==> src/rtl/array_alloc_pkg.sv <==
// rtl/array_alloc_pkg.sv - shared types and defaults for the array-handle allocator
package array_alloc_pkg;

    localparam int MEW_DEFAULT = 12;

    typedef enum logic {
        OP_ALLOC = 1'b0,
        OP_FREE  = 1'b1
    } op_e;

    typedef enum logic [0:0] {
        IDLE  = 1'b0,
        SERVE = 1'b1
    } state_e;

endpackage

==> src/rtl/array_allocator_rr_arbiter.sv <==
// rtl/array_allocator_rr_arbiter.sv - combinational round-robin arbiter, first request at or after ptr_i wins
module rr_arbiter #(
    parameter int N  = 2,
    parameter int PW = (N > 1) ? $clog2(N) : 1
) (
    input  logic [N-1:0]  req_i,
    input  logic [PW-1:0] ptr_i,
    output logic [N-1:0]  grant_o,
    output logic [PW-1:0] grant_idx_o,
    output logic          any_o
);

    always_comb begin
        grant_o     = '0;
        grant_idx_o = '0;
        any_o       = 1'b0;
        // Outer loop is the circular distance from the pointer, so the first hit is the winner.
        for (int off = 0; off < N; off++) begin
            for (int i = 0; i < N; i++) begin
                if (!any_o && req_i[i] && (i == ((int'(ptr_i) + off) % N))) begin
                    any_o       = 1'b1;
                    grant_o[i]  = 1'b1;
                    grant_idx_o = PW'(i);
                end
            end
        end
    end

endmodule

==> src/rtl/array_allocator.sv <==
// rtl/array_allocator.sv - arbitrated array-handle allocator with size table, free stack and query port
module array_allocator
    import array_alloc_pkg::*;
#(
    parameter int MemoryElementWidth = MEW_DEFAULT,
    parameter int NArrays            = 4,
    parameter int NRequesters        = 2
) (
    input  logic                                   clock,
    input  logic                                   reset,
    input  logic [NRequesters-1:0]                 reqValid,
    input  logic [NRequesters-1:0]                 reqOp,
    input  logic [NRequesters*MemoryElementWidth-1:0] reqArray,
    output logic [NRequesters-1:0]                 ack,
    output logic [MemoryElementWidth-1:0]          ackArray,
    output logic                                   ackError,
    input  logic                                   lenValid,
    input  logic [MemoryElementWidth-1:0]          lenArray,
    input  logic [MemoryElementWidth-1:0]          lenIndex,
    input  logic [MemoryElementWidth-1:0]          qArray,
    output logic [MemoryElementWidth-1:0]          qSize,
    output logic [MemoryElementWidth-1:0]          allocs,
    output logic [MemoryElementWidth-1:0]          freeTop
);

    localparam int W  = MemoryElementWidth;
    localparam int PW = (NRequesters > 1) ? $clog2(NRequesters) : 1;

    state_e                 state_q, state_d;
    logic [PW-1:0]          rr_ptr_q, rr_ptr_d;
    logic [NRequesters-1:0] ack_q, ack_d;
    logic [W-1:0]           ack_array_q, ack_array_d;
    logic                   ack_error_q, ack_error_d;
    logic [W-1:0]           q_size_q, q_size_d;
    logic [W-1:0]           allocs_q, allocs_d;
    logic [W-1:0]           free_top_q, free_top_d;
    logic [NArrays-1:0]     in_use_q, in_use_d;
    logic [W-1:0]           size_q [NArrays];
    logic [W-1:0]           size_d [NArrays];
    logic [W-1:0]           stack_q [NArrays];
    logic [W-1:0]           stack_d [NArrays];

    logic [NRequesters-1:0] grant;
    logic [PW-1:0]          grant_idx;
    logic                   grant_any;

    op_e                    sel_op;
    logic [W-1:0]           sel_array;
    logic                   sel_in_use;
    logic [W-1:0]           stack_top;
    logic [W-1:0]           handle;
    logic                   do_alloc;
    logic [W:0]             len_next;

    rr_arbiter #(
        .N  (NRequesters),
        .PW (PW)
    ) u_arb (
        .req_i       (reqValid),
        .ptr_i       (rr_ptr_q),
        .grant_o     (grant),
        .grant_idx_o (grant_idx),
        .any_o       (grant_any)
    );

    always_comb begin
        state_d     = state_q;
        rr_ptr_d    = rr_ptr_q;
        ack_d       = '0;
        ack_array_d = ack_array_q;
        ack_error_d = ack_error_q;
        allocs_d    = allocs_q;
        free_top_d  = free_top_q;
        in_use_d    = in_use_q;
        size_d      = size_q;
        stack_d     = stack_q;
        sel_op      = OP_ALLOC;
        sel_array   = '0;
        sel_in_use  = 1'b0;
        stack_top   = '0;
        handle      = '0;
        do_alloc    = 1'b0;
        len_next    = '0;
        q_size_d    = '0;

        for (int i = 0; i < NRequesters; i++) begin
            if (grant_idx == PW'(i)) begin
                sel_op    = op_e'(reqOp[i]);
                sel_array = reqArray[i*W +: W];
            end
        end
        for (int i = 0; i < NArrays; i++) begin
            if (free_top_q == W'(i + 1)) stack_top = stack_q[i];
            if (sel_array == W'(i))      sel_in_use = in_use_q[i];
            if (qArray == W'(i))         q_size_d = size_q[i];
        end

        // Length growth runs before the op so a same-cycle allocate clear overrides it.
        if (lenValid) begin
            len_next = {1'b0, lenIndex} + 1'b1;
            for (int i = 0; i < NArrays; i++) begin
                if (lenArray == W'(i) && in_use_q[i] && ({1'b0, size_q[i]} < len_next)) begin
                    size_d[i] = len_next[W] ? {W{1'b1}} : len_next[W-1:0];
                end
            end
        end

        case (state_q)
            IDLE: begin
                if (grant_any) begin
                    ack_d       = grant;
                    state_d     = SERVE;
                    rr_ptr_d    = (grant_idx == PW'(NRequesters - 1)) ? '0 : grant_idx + 1'b1;
                    ack_error_d = 1'b0;
                    if (sel_op == OP_ALLOC) begin
                        if (free_top_q != '0) begin
                            handle     = stack_top;
                            free_top_d = free_top_q - 1'b1;
                            do_alloc   = 1'b1;
                        end else if (allocs_q < W'(NArrays)) begin
                            handle   = allocs_q;
                            allocs_d = allocs_q + 1'b1;
                            do_alloc = 1'b1;
                        end else begin
                            ack_error_d = 1'b1;
                            ack_array_d = '0;
                        end
                        if (do_alloc) begin
                            ack_array_d = handle;
                            for (int i = 0; i < NArrays; i++) begin
                                if (handle == W'(i)) begin
                                    in_use_d[i] = 1'b1;
                                    size_d[i]   = '0;
                                end
                            end
                        end
                    end else begin
                        if (sel_array >= allocs_q || !sel_in_use) begin
                            ack_error_d = 1'b1;
                            ack_array_d = '0;
                        end else begin
                            ack_array_d = sel_array;
                            free_top_d  = free_top_q + 1'b1;
                            for (int i = 0; i < NArrays; i++) begin
                                if (free_top_q == W'(i)) stack_d[i] = sel_array;
                                if (sel_array == W'(i))  in_use_d[i] = 1'b0;
                            end
                        end
                    end
                end
            end
            SERVE:   state_d = IDLE;
            default: state_d = IDLE;
        endcase
    end

    always_ff @(posedge clock or posedge reset) begin
        if (reset) begin
            state_q     <= IDLE;
            rr_ptr_q    <= '0;
            ack_q       <= '0;
            ack_array_q <= '0;
            ack_error_q <= 1'b0;
            q_size_q    <= '0;
            allocs_q    <= '0;
            free_top_q  <= '0;
            in_use_q    <= '0;
            for (int i = 0; i < NArrays; i++) begin
                size_q[i]  <= '0;
                stack_q[i] <= '0;
            end
        end else begin
            state_q     <= state_d;
            rr_ptr_q    <= rr_ptr_d;
            ack_q       <= ack_d;
            ack_array_q <= ack_array_d;
            ack_error_q <= ack_error_d;
            q_size_q    <= q_size_d;
            allocs_q    <= allocs_d;
            free_top_q  <= free_top_d;
            in_use_q    <= in_use_d;
            size_q      <= size_d;
            stack_q     <= stack_d;
        end
    end

    assign ack      = ack_q;
    assign ackArray = ack_array_q;
    assign ackError = ack_error_q;
    assign qSize    = q_size_q;
    assign allocs   = allocs_q;
    assign freeTop  = free_top_q;

endmodule
==> config.mk <==
export PLATFORM = sky130hd
export DESIGN_NAME = array_allocator
export DESIGN_NICKNAME = d
export VERILOG_FILES = /design/src/rtl/array_alloc_pkg.sv /design/src/rtl/array_allocator_rr_arbiter.sv /design/src/rtl/array_allocator.sv
export SDC_FILE = /design/constraint.sdc
export NUM_CORES = 1
export LEC_CHECK = 0
export ABC_AREA = 1
export CORE_AREA = 3 3 162 164
export DETAILED_ROUTE_END_ITERATION = 10
export DIE_AREA = 0 0 165 167
export GPL_TIMING_DRIVEN = 0
export PLACE_DENSITY = 0.56
export SLEW_MARGIN = 0
export SYNTH_ARGS = -nofsm -noshare
export SYNTH_HDL_FRONTEND = slang
export SYNTH_SLANG_ARGS = --single-unit
export TNS_END_PERCENT = 100
==> constraint.sdc <==
create_clock -name clock -period 7.2 [get_ports clock]
set_input_delay 1.44 -clock clock [delete_from_list [all_inputs] [get_ports clock]]
set_output_delay 1.44 -clock clock [all_outputs]
set_load 0.01 [all_outputs]
# After elaboration in Yosys (flattened, before gate mapping)
# Index checks and enable logic that the tools add are counted.
[word_totals]
input_bits = 67
output_inout_bits = 51
register_bits = 153
[classes]
n_eq_ne = 24
n_mux = 75
bitwise_logic = 5
order_cmp = 6
reduce_logical = 46
n_addsub = 6
[op_table]
columns = ["operator", "n"]
rows = [
  ["2-to-1 mux 12 bit", 31],
  ["2-to-1 mux 48 bit", 5],
  ["== test 12 x 2 -> 1 bit, second input constant", 10],
  ["logical NOT 32 bit", 2],
  ["== test 12 x 1 -> 1 bit, second input constant", 5],
  ["logical NOT 12 bit", 5],
  ["less-than comparator 12 x 13 -> 1 bit", 4],
  ["2-to-1 mux 1 bit", 33],
  ["AND reduction 5 bit", 5],
  ["adder 12 x 1 -> 12 bit, second input constant", 2],
  ["AND reduction 6 bit", 4],
  ["logical AND 1 bit", 15],
  ["adder 12 x 1 -> 13 bit, second input constant", 1],
  ["== test 12 x 3 -> 1 bit, second input constant", 1],
  [">= comparator 12 bit", 1],
  ["less-than comparator 12 x 3 -> 1 bit, second input constant", 1],
  ["2-to-1 mux 4 bit", 3],
  ["nonzero test 12 bit", 1],
  ["nonzero test 2 bit", 6],
  ["subtractor 12 x 1 -> 12 bit, second input constant", 1],
  ["inequality test 2 x 1 -> 1 bit, second input constant", 4],
  ["AND reduction 4 bit", 2],
  ["inequality test 3 x 2 -> 1 bit, second input constant", 2],
  ["logical NOT 1 bit", 4],
  ["9 further kinds", 14],
]

# Logic depth before layout (Yosys ltp)
# Gate-level depths: netlist of run 1.
[logic_depth]
ltp_word = 25
mapped_depth = 25
ltp_nobuf = 24

# By module
# From an unflattened synthesis of run 1, not the netlist that was laid out.
[hier_totals]
cells_unflattened = 1281
hier_area_um2 = 9531.6
[modules_own_cells]
columns = ["mod", "seq_area_each_um2", "area_each_um2", "n_inst", "cells_each"]
rows = [
  ["array_allocator", 3828.7, 9501.6, 1, 1274],
  ["rr_arbiter", 0.0, 30.0, 1, 7],
]

# Worst setup path before layout of run 1
# No wires, ideal clock.
[synth_timing]
path_type = "in2reg"
start = "in lenIndex[0]"
end = "reg size_q[12] in the netlist's numbering"
slack_ps = 3453
t_required_ps = 7083
path_buffers = 1
arrival_ps = 3629
cell_stages = 15
setup_ps = 117
path_cell_list = "ha_1 nand3_1 inv_1 nand3_1 nor2_1 nand2_1 xor2_1 ha_1 a21oi_1 nor2_1 a221oi_1 nand4_1 clkbuf_1 nor2_1 nor2_1"
[synth_lines]
columns = ["item", "line_no", "source"]
rows = [
  ["from (decl)", "array_allocator.sv:19", "input logic [MemoryElementWidth-1:0] lenIndex,"],
  ["to (signal assigned)", "array_allocator.sv:182", "size_q <= size_d;"],
  ["to (decl)", "array_allocator.sv:38", "logic [W-1:0] size_q [NArrays];"],
]

==> results of run 1 <==
==> cells by family (layout without fill, tap and decap cells) <==
| family | after synthesis | count (layout) |
|---|---|---|
| XOR/XNOR | 30 | 30 |
| flip-flops | 153 | 153 |
| AO/OA/AOI/OAI | 119 | 119 |
| buffers and inverters | 249 | 398 |
| AND/OR/NAND/NOR | 742 | 742 |
| adder cells (fa/ha/maj) | 63 | 63 |
==> critical path: cells and delay by family <==
| kind | cells | cell delay [ps] |
|---|---|---|
| compound gates | 2 | 390 |
| buf+inv | 3 | 1110 |
| xor+xnor | 1 | 420 |
| simple gates | 8 | 1150 |
| fa+ha+maj | 2 | 580 |
==> state kept, by name (all words and copies together), names as in the netlist <==
name	flops
qSize	12
rr_ptr_q	1
ackArray	12
in_use_q	4
ack	2
stack_q	48
size_q	48
ackError	1
state_q	1
allocs	12
freeTop	12
==> worst paths after layout <==
| check | end | slack [ps] |
|---|---|---|
| setup / recovery | size_q[39]$_DFF_PP0_ | 2430 |
| hold / removal | stack_q[9]$_DFFE_PP0P_ | 470 |
| setup reg to reg | stack_q[39]$_DFFE_PP0P_ | 3850 |
| hold reg to reg | stack_q[9]$_DFFE_PP0P_ | 470 |
| max in group asynchronous | freeTop[9]$_DFFE_PP0P_ | 4940 |
| min in group asynchronous | size_q[32]$_DFF_PP0_ | 1410 |
==> area by class of cell <==
type / count / area, sq um
Tap cell: 330 / 412.9
Timing Repair Buffer: 117 / 1189
Inverter: 189 / 716.9
Clock inverter: 12 / 142.6
Fill cell: 2578 / 12910
Buffer: 60 / 350.3
Multi-Input combinational cell: 954 / 5037
Clock buffer: 20 / 446.7
Sequential cell: 153 / 3829
==> placed cells by master, fill, tap and decap left out, types with 3 or more instances in the layout <==
master	instances
sky130_fd_sc_hd__a211oi_1	8
sky130_fd_sc_hd__a21oi_1	45
sky130_fd_sc_hd__o211ai_1	5
sky130_fd_sc_hd__clkbuf_16	17
sky130_fd_sc_hd__o21ai_0	24
sky130_fd_sc_hd__ha_1	63
sky130_fd_sc_hd__nor3_1	10
sky130_fd_sc_hd__clkdlybuf4s50_1	116
sky130_fd_sc_hd__nand2_2	6
sky130_fd_sc_hd__nor2_2	5
sky130_fd_sc_hd__nor2_8	3
sky130_fd_sc_hd__nor2_1	191
sky130_fd_sc_hd__nand3_1	76
sky130_fd_sc_hd__buf_2	13
sky130_fd_sc_hd__buf_4	11
sky130_fd_sc_hd__xor2_1	21
sky130_fd_sc_hd__nand2_4	3
sky130_fd_sc_hd__nor4_1	6
sky130_fd_sc_hd__nand2_1	397
sky130_fd_sc_hd__a221oi_1	4
sky130_fd_sc_hd__xnor2_1	9
sky130_fd_sc_hd__o32ai_1	12
sky130_fd_sc_hd__buf_6	9
sky130_fd_sc_hd__nor2_4	5
sky130_fd_sc_hd__inv_2	9
sky130_fd_sc_hd__inv_1	179
sky130_fd_sc_hd__nand3_4	6
sky130_fd_sc_hd__clkbuf_1	29
sky130_fd_sc_hd__o31ai_1	10
sky130_fd_sc_hd__clkinv_4	4
sky130_fd_sc_hd__nand4_1	25
sky130_fd_sc_hd__dfrtp_1	153
sky130_fd_sc_hd__clkinvlp_4	4
==> metal layers <==
metal | vias to the layer above | global-route usage [%] | share of wire (%)
met5 | - | 0 | 0
met4 | 0 | 5.142 | 1.6
met3 | 32 | 3.184 | 3.4
met2 | 160 | 34.23 | 50
met1 | 4031 | 25.87 | 45
li1 | 4548 | - | -
==> where the power goes <==
| part | switching [mW] | internal, mW |
|---|---|---|
| sequential | 0.123 | 1.00 |
| clock | 0.384 | 0.524 |
| combinational | 0.856 | 0.520 |
==> through the flow <==
| stage | power, mW | cells |
|---|---|---|
| final | 3.411 | 1835 |
| after global routing | 3.673 | 1835 |
| after CTS | 3.439 | 1835 |
| after detailed placement | 2.516 | 1803 |
| after global placement | 2.495 | 1802 |
| after floorplan | 2.108 | 1356 |
==> load_flow_metrics.sql, run 1 <==
INSERT INTO impl_metrics (metric_group, metric, value, unit) VALUES
('cts', 'cts-root-to-sink-buffers', '2', ''),
('timing', 'finClkSkew', '12.80', 'ps'),
('timing', 'fmaxAchievable', '209.8', 'MHz'),
('floorplanning', 'dieWidth', '165', 'um'),
('global_routing', 'initial_antenna_violation_count', '0', ''),
('timing', 'drv_slew', '0', ''),
('logic_synthesis', 'post_synth_fa_ha_maj_area_fraction', '7.942', '%'),
('setup_path', 'critical_path.max_fanout', '10', ''),
('cts', 'clk_lat_worst_skew', '430', 'ps'),
('global_routing', 'gr-usage-all-layers', '19.89', '%'),
('setup_path', 'worst_ep_required_time', '7520', 'ps'),
('logic_synthesis', 'synthesis.nets', '1486', ''),
('power', 'vdd_ir_drop_max', '204.9', 'uV'),
('timing', 'setup_repair_after_global_routing_missed_its_margin', 'false', ''),
('logic_synthesis', 'yosys.area.top_type', 'sky130_fd_sc_hd__dfrtp_1', ''),
('logic_synthesis', 'synth-warning-count', '0', ''),
('finish', 'antenna-diode-count', '0', ''),
('detailed_routing', 'drt.antenna.violating_nets', '0', ''),
('detailed_routing', 'route.detailed.wl_per_inst', '14.66', 'um'),
('detailed_routing', 'route.detailed.drc', '0', ''),
('run', 'max_cap_viol_count', '0', ''),
('global_routing', 'grt_overflow', '0', ''),
('finish', 'num-nets-final', '1622', ''),
('timing', 'layout_worst_path_cycle_share', '66.19', '%'),
('setup_path', 'endpoint_arrival_time_on_the_critical_path', '5080', 'ps'),
('global_routing', 'grt_start_max_net_pins', '105', ''),
('finish', 'area_delta_synth_final', '22.15', '%'),
('cts', 'tritoncts', 'yes', ''),
('outcome', 'status', 'complete, no violations', ''),
('timing', 'postLayoutSetupSlackWorst', '2434', 'ps'),
('timing', 'hold_viol_final', '0', ''),
('logic_synthesis', 'synthSimpleGateAreaFrac', '32.55', '%'),
('timing', 'setup_tns', '0', 'ps'),
('cts', 'clk_pin_slew_worst_paths', '60', 'ps'),
('detailed_routing', 'drtPass1Iterations', '5', ''),
('detailed_routing', 'vias_after_detailed_routing', '8771', ''),
('floorplanning', 'core-area', '0.02504', 'sq mm'),
('logic_synthesis', 'postSynth.asyncResetShare', '100.0', '%'),
('power', 'leakagePower', '6.493', 'nW'),
('cts', 'clock_tree.htree_level_count', '4', ''),
('hold_path', 'timing.hold.worst_path_depth', '2', ''),
('logic_synthesis', 'synth_top_cells_by_count', 'sky130_fd_sc_hd__nand2_1 (397), sky130_fd_sc_hd__nor2_1 (191), sky130_fd_sc_hd__inv_1 (180)', ''),
('setup_path', 'critical_path.slowest_cell', 'sky130_fd_sc_hd__clkdlybuf4s50_1', ''),
('global_routing', 'number_of_global_route_vias_before_repair', '8473', ''),
('timing', 'timing.max_slew.rel_slack', '39.79', '%'),
('global_routing', 'grt_pass1_wl', '43.70', 'mm'),
('placement', 'placement_setup_slack', '2052', 'ps'),
('power', 'pwr_density_cell', '281.3', 'mW/mm^2'),
('floorplanning', 'floorplan.initialDensity', '39.65', '%'),
('logic_synthesis', 'syn_inst', '1356', ''),
('setup_path', 'r2r.worst_path.cells', '23', ''),
('logic_synthesis', 'synthMostInstantiatedCell', 'sky130_fd_sc_hd__nand2_1', ''),
('finish', 'finish.instance_area', '0.01212', 'sq mm'),
('floorplanning', 'chipHeight', '167', 'um'),
('placement', 'placement.cell_area', '0.01153', 'sq mm'),
('timing', 'setup_violations', '0', ''),
('setup_path', 'cpPeakStageDelay', '630', 'ps'),
('finish', 'final_core_utilization', '48.43', '%'),
('cts', 'tritoncts_num_sinks', '153', ''),
('setup_path', 'critical_path.startpoint', 'lenIndex[0]', ''),
('logic_synthesis', 'synth_xor_area_share', '2.647', '%'),
('logic_synthesis', 'netlist.area_leader.share', '38.57', '%'),
('detailed_routing', 'vias_per_cell', '4.780', ''),
('placement', 'finalWeightedCongestion', '0.8400', ''),
('cts', 'cts-buffers-inserted', '17', ''),
('setup_path', 'critical-path-top-cell-by-count', 'sky130_fd_sc_hd__nor2_1', ''),
('logic_synthesis', 'synthesis.area', '0.009926', 'sq mm'),
('setup_path', 'chain_of_cells_forming_the_critical_path', 'clkdlybuf4s50_1 > ha_1 > nand3_1 > inv_1 > nand3_1 > nor2_1 > nand2_1 > xor2_1 > ha_1 > a21oi_1 > nor2_1 > a221oi_1 > nand4_1 > clkbuf_1 > nor2_1 > nor2_1', ''),
('cts', 'cts_resized', '0', ''),
('floorplanning', 'design.portCount', '118', ''),
('logic_synthesis', 'dominant_combinational_cell_family_by_area_after_synthesis', 'simple AND/OR/NAND/NOR gates', '');
Power figures use the tool's default switching activity.
==> run 2: changes to the inputs <==
==> constraint.sdc (replaced) <==
create_clock -name clock -period 4.9 [get_ports clock]
set_input_delay 0.98 -clock clock [delete_from_list [all_inputs] [get_ports clock]]
set_output_delay 0.98 -clock clock [all_outputs]
set_load 0.01 [all_outputs]
==> run 2 against run 1 <==
Register-to-register slack worse by 2300 ps. Power up 45%. Setup slack worse by 1900 ps. Critical endpoint is now size_q[20]$_DFF_PP0_. Highest routed layer unchanged.
==> load_flow_metrics.sql, run 2 (same netlist as run 1, synthesis figures left out) <==
INSERT INTO impl_metrics (metric_group, metric, value, unit) VALUES
('timing', 'hold_viol_final', '0', ''),
('cts', 'clk_lat_worst_skew', '430', 'ps'),
('setup_path', 'critical_path.slowest_cell', 'sky130_fd_sc_hd__clkdlybuf4s50_1', ''),
('setup_path', 'timing.critical_path.to_type', 'register', ''),
('global_routing', 'number_of_global_route_vias_before_repair', '8562', ''),
('floorplanning', 'chipHeight', '167', 'um'),
('cts', 'clock_tree.htree_level_count', '4', ''),
('power', 'vdd_ir_drop_max', '287.3', 'uV'),
('detailed_routing', 'drt.antenna.violating_nets', '0', ''),
('hold_path', 'hold_start', 'stack_q[41]$_DFFE_PP0P_', ''),
('timing', 'finClkSkew', '13.29', 'ps'),
('global_routing', 'grt_start_max_net_pins', '40', ''),
('detailed_routing', 'drtPass1Iterations', '6', ''),
('cts', 'cts_hold_buf', '0', ''),
('cts', 'cts-buffers-inserted', '17', ''),
('cts', 'clock_tree_root_driver_cell', 'sky130_fd_sc_hd__clkbuf_16', ''),
('detailed_routing', 'vias_after_detailed_routing', '8711', ''),
('finish', 'antenna-diode-count', '0', ''),
('detailed_routing', 'wirelength', '26.91', 'mm'),
('floorplanning', 'floorplan.rows', '58', ''),
('timing', 'setup_tns', '0', 'ps'),
('hold_path', 'hold_path.class', 'register to register', ''),
('timing', 'drv_slew', '0', ''),
('setup_path', 'cpPeakStageDelay', '620', 'ps'),
('floorplanning', 'design.portCount', '118', ''),
('placement', 'dp_hpwl', '20.87', 'mm'),
('global_routing', 'grt_pass1_wl', '44.61', 'mm'),
('setup_path', 'critical_path.startpoint', 'lenIndex[0]', ''),
('global_routing', 'grt_overflow', '0', ''),
('finish', 'regArea', '0.003829', 'sq mm'),
('cts', 'tritoncts_num_sinks', '153', ''),
('floorplanning', 'core-area', '0.02504', 'sq mm'),
('timing', 'setup_violations', '0', ''),
('setup_path', 'cp_num_buf_inv', '3', ''),
('timing', 'fin_crit', '4339', 'ps'),
('placement', 'port_buffers', '116', ''),
('finish', 'reg.largest.list', 'size_q (48), stack_q (48)', ''),
('global_routing', 'gr-usage-all-layers', '20.25', '%'),
('cts', 'tritoncts', 'yes', ''),
('cts', 'cts-root-to-sink-buffers', '2', ''),
('cts', 'cts_resized', '0', ''),
('timing', 'layout_worst_path_cycle_share', '88.56', '%'),
('power', 'leakagePower', '6.489', 'nW'),
('outcome', 'status', 'complete, no violations', ''),
('setup_path', 'timing.rr.start', 'rr_ptr_q$_DFFE_PP0P_', ''),
('detailed_routing', 'route.detailed.wl_per_inst', '14.65', 'um'),
('timing', 'final.hold.worst_slack', '465.1', 'ps'),
('timing', 'fmaxAchievable', '230.4', 'MHz'),
('setup_path', 'cpLargestDelayFamily', 'simple AND/OR/NAND/NOR gates', ''),
('setup_path', 'endpoint_arrival_time_on_the_critical_path', '4710', 'ps'),
('setup_path', 'critical_path.max_fanout', '10', ''),
('timing', 'setup_repair_after_global_routing_missed_its_margin', 'false', ''),
('detailed_routing', 'drt_iter0_drc', '532', ''),
('finish', 'layout_common_cells', 'sky130_fd_sc_hd__nand2_1 (397), sky130_fd_sc_hd__nor2_1 (191), sky130_fd_sc_hd__inv_1 (179)', ''),
('cts', 'post-cts-setup-buffer-count', '0', ''),
('setup_path', 'worst_ep_required_time', '5270', 'ps'),
('finish', 'final.fill_count', '2554', ''),
('timing', 'tightestPinTransition', '864.7', 'ps'),
('finish', 'multi_input_area', '0.005037', 'sq mm'),
('power', 'pwr_density_cell', '408.0', 'mW/mm^2'),
('detailed_routing', 'vias_per_cell', '4.742', ''),
('setup_path', 'chain_of_cells_forming_the_critical_path', 'clkdlybuf4s50_1 > ha_1 > nand3_1 > inv_1 > nand3_1 > nor2_1 > nand2_1 > xor2_1 > ha_1 > a21oi_1 > nor2_1 > a221oi_1 > nand4_1 > clkbuf_1 > nand2_1 > nand2_1 > nor2_1', ''),
('run', 'max_cap_viol_count', '0', ''),
('setup_path', 'ws_path_type', 'input pin to register', ''),
('timing', 'timing.max_slew.rel_slack', '41.82', '%'),
('setup_path', 'startpoint_type', 'input pin', ''),
('finish', 'area_delta_synth_final', '22.27', '%'),
('global_routing', 'initial_antenna_violation_count', '0', ''),
('finish', 'drive_gt1_share', '7.631', '%'),
('detailed_routing', 'route.detailed.drc', '0', ''),
('placement', 'finalWeightedCongestion', '0.8392', ''),
('finish', 'num-nets-final', '1625', ''),
('finish', 'mostFrequentLayoutCell', 'sky130_fd_sc_hd__nand2_1', ''),
('floorplanning', 'floorplan.die_area', '0.02756', 'sq mm'),
('floorplanning', 'floorplan.initialDensity', '39.65', '%'),
('floorplanning', 'dieWidth', '165', 'um'),
('cts', 'clk_pin_slew_worst_paths', '70', 'ps');
## run 2: metal layers
layer,part of all wire [%],vias to the layer above,GRT usage [%]
li1,-,4545,-
met5,0,-,0
met2,49,166,34.27
met3,3.7,33,3.433
met1,46,3967,27.16
met4,1.4,0,4.230
## run 2: power by group
part	switching [mW]	total (mW)	internal [mW]	leakage (nW)
combinational	1.25	2.02	0.769	4.32
clock	0.575	1.27	0.700	0.251
sequential	0.184	1.66	1.47	1.92
## run 2: final timing paths
check,slack [ps],endpoint,cells after the start
max reg2reg,1590,stack_q[44]$_DFFE_PP0P_,23
min reg2reg,470,stack_q[41]$_DFFE_PP0P_,2
min in group asynchronous,820,allocs[7]$_DFFE_PP0P_,2
max,560,size_q[20]$_DFF_PP0_,17
max in group asynchronous,3050,stack_q[8]$_DFFE_PP0P_,5
min,470,stack_q[41]$_DFFE_PP0P_,2
## run 2: layout make-up
cell class / instances / share of cell area [%]
Clock inverter: 13 / 1.021
Multi-Input combinational cell: 954 / 41.51
Clock buffer: 18 / 3.536
Tap cell: 330 / 3.402
Inverter: 189 / 5.876
Timing Repair Buffer: 120 / 10.23
Sequential cell: 153 / 31.55
Buffer: 60 / 2.887
## run 2: worst reg2reg max path, delay by kind of cell, from the launching register on
kind / cells / cell delay, ps
DFF: 1 / 370
buffers and inverters: 5 / 820
and+or+nand+nor: 15 / 1240
AOI/OAI and AO/OA: 2 / 480
adders and majority gates: 1 / 280
## run 2: metrics by stage
stage / total power [mW] / area, sq um / cells / utilization, % / setup WS [ps]
2_1_floorplan: 3.098 / 9930 / 1356 / - / 1613
3_3_place_gp: 3.670 / 11500 / 1802 / 45.95 / 216.7
3_5_place_dp: 3.704 / 11580 / 1806 / 46.27 / 150.8
4_1_cts: 4.987 / 12140 / 1837 / 48.48 / 601.6
5_1_grt: 5.347 / 12140 / 1837 / 48.48 / 202.3
6_report: 4.951 / 12140 / 1837 / 48.48 / 560.6
==> run 3: changes to the inputs <==
==> constraint.sdc (replaced) <==
create_clock -name clock -period 5.16 [get_ports clock]
set_input_delay 1.032 -clock clock [delete_from_list [all_inputs] [get_ports clock]]
set_output_delay 1.032 -clock clock [all_outputs]
set_load 0.01 [all_outputs]
==> results of run 3 <==
Same layout as run 1 (identical final DEF). Status: complete, no violations.
Among the figures that moved: setup slack after placement 2052 ps -> 420.0 ps; setup slack after layout 2434 ps -> 802.1 ps; register-to-register setup slack 3850 ps -> 1810 ps; total power 3.411 mW -> 4.760 mW; worst IR drop on VDD 204.9 uV -> 286.0 uV
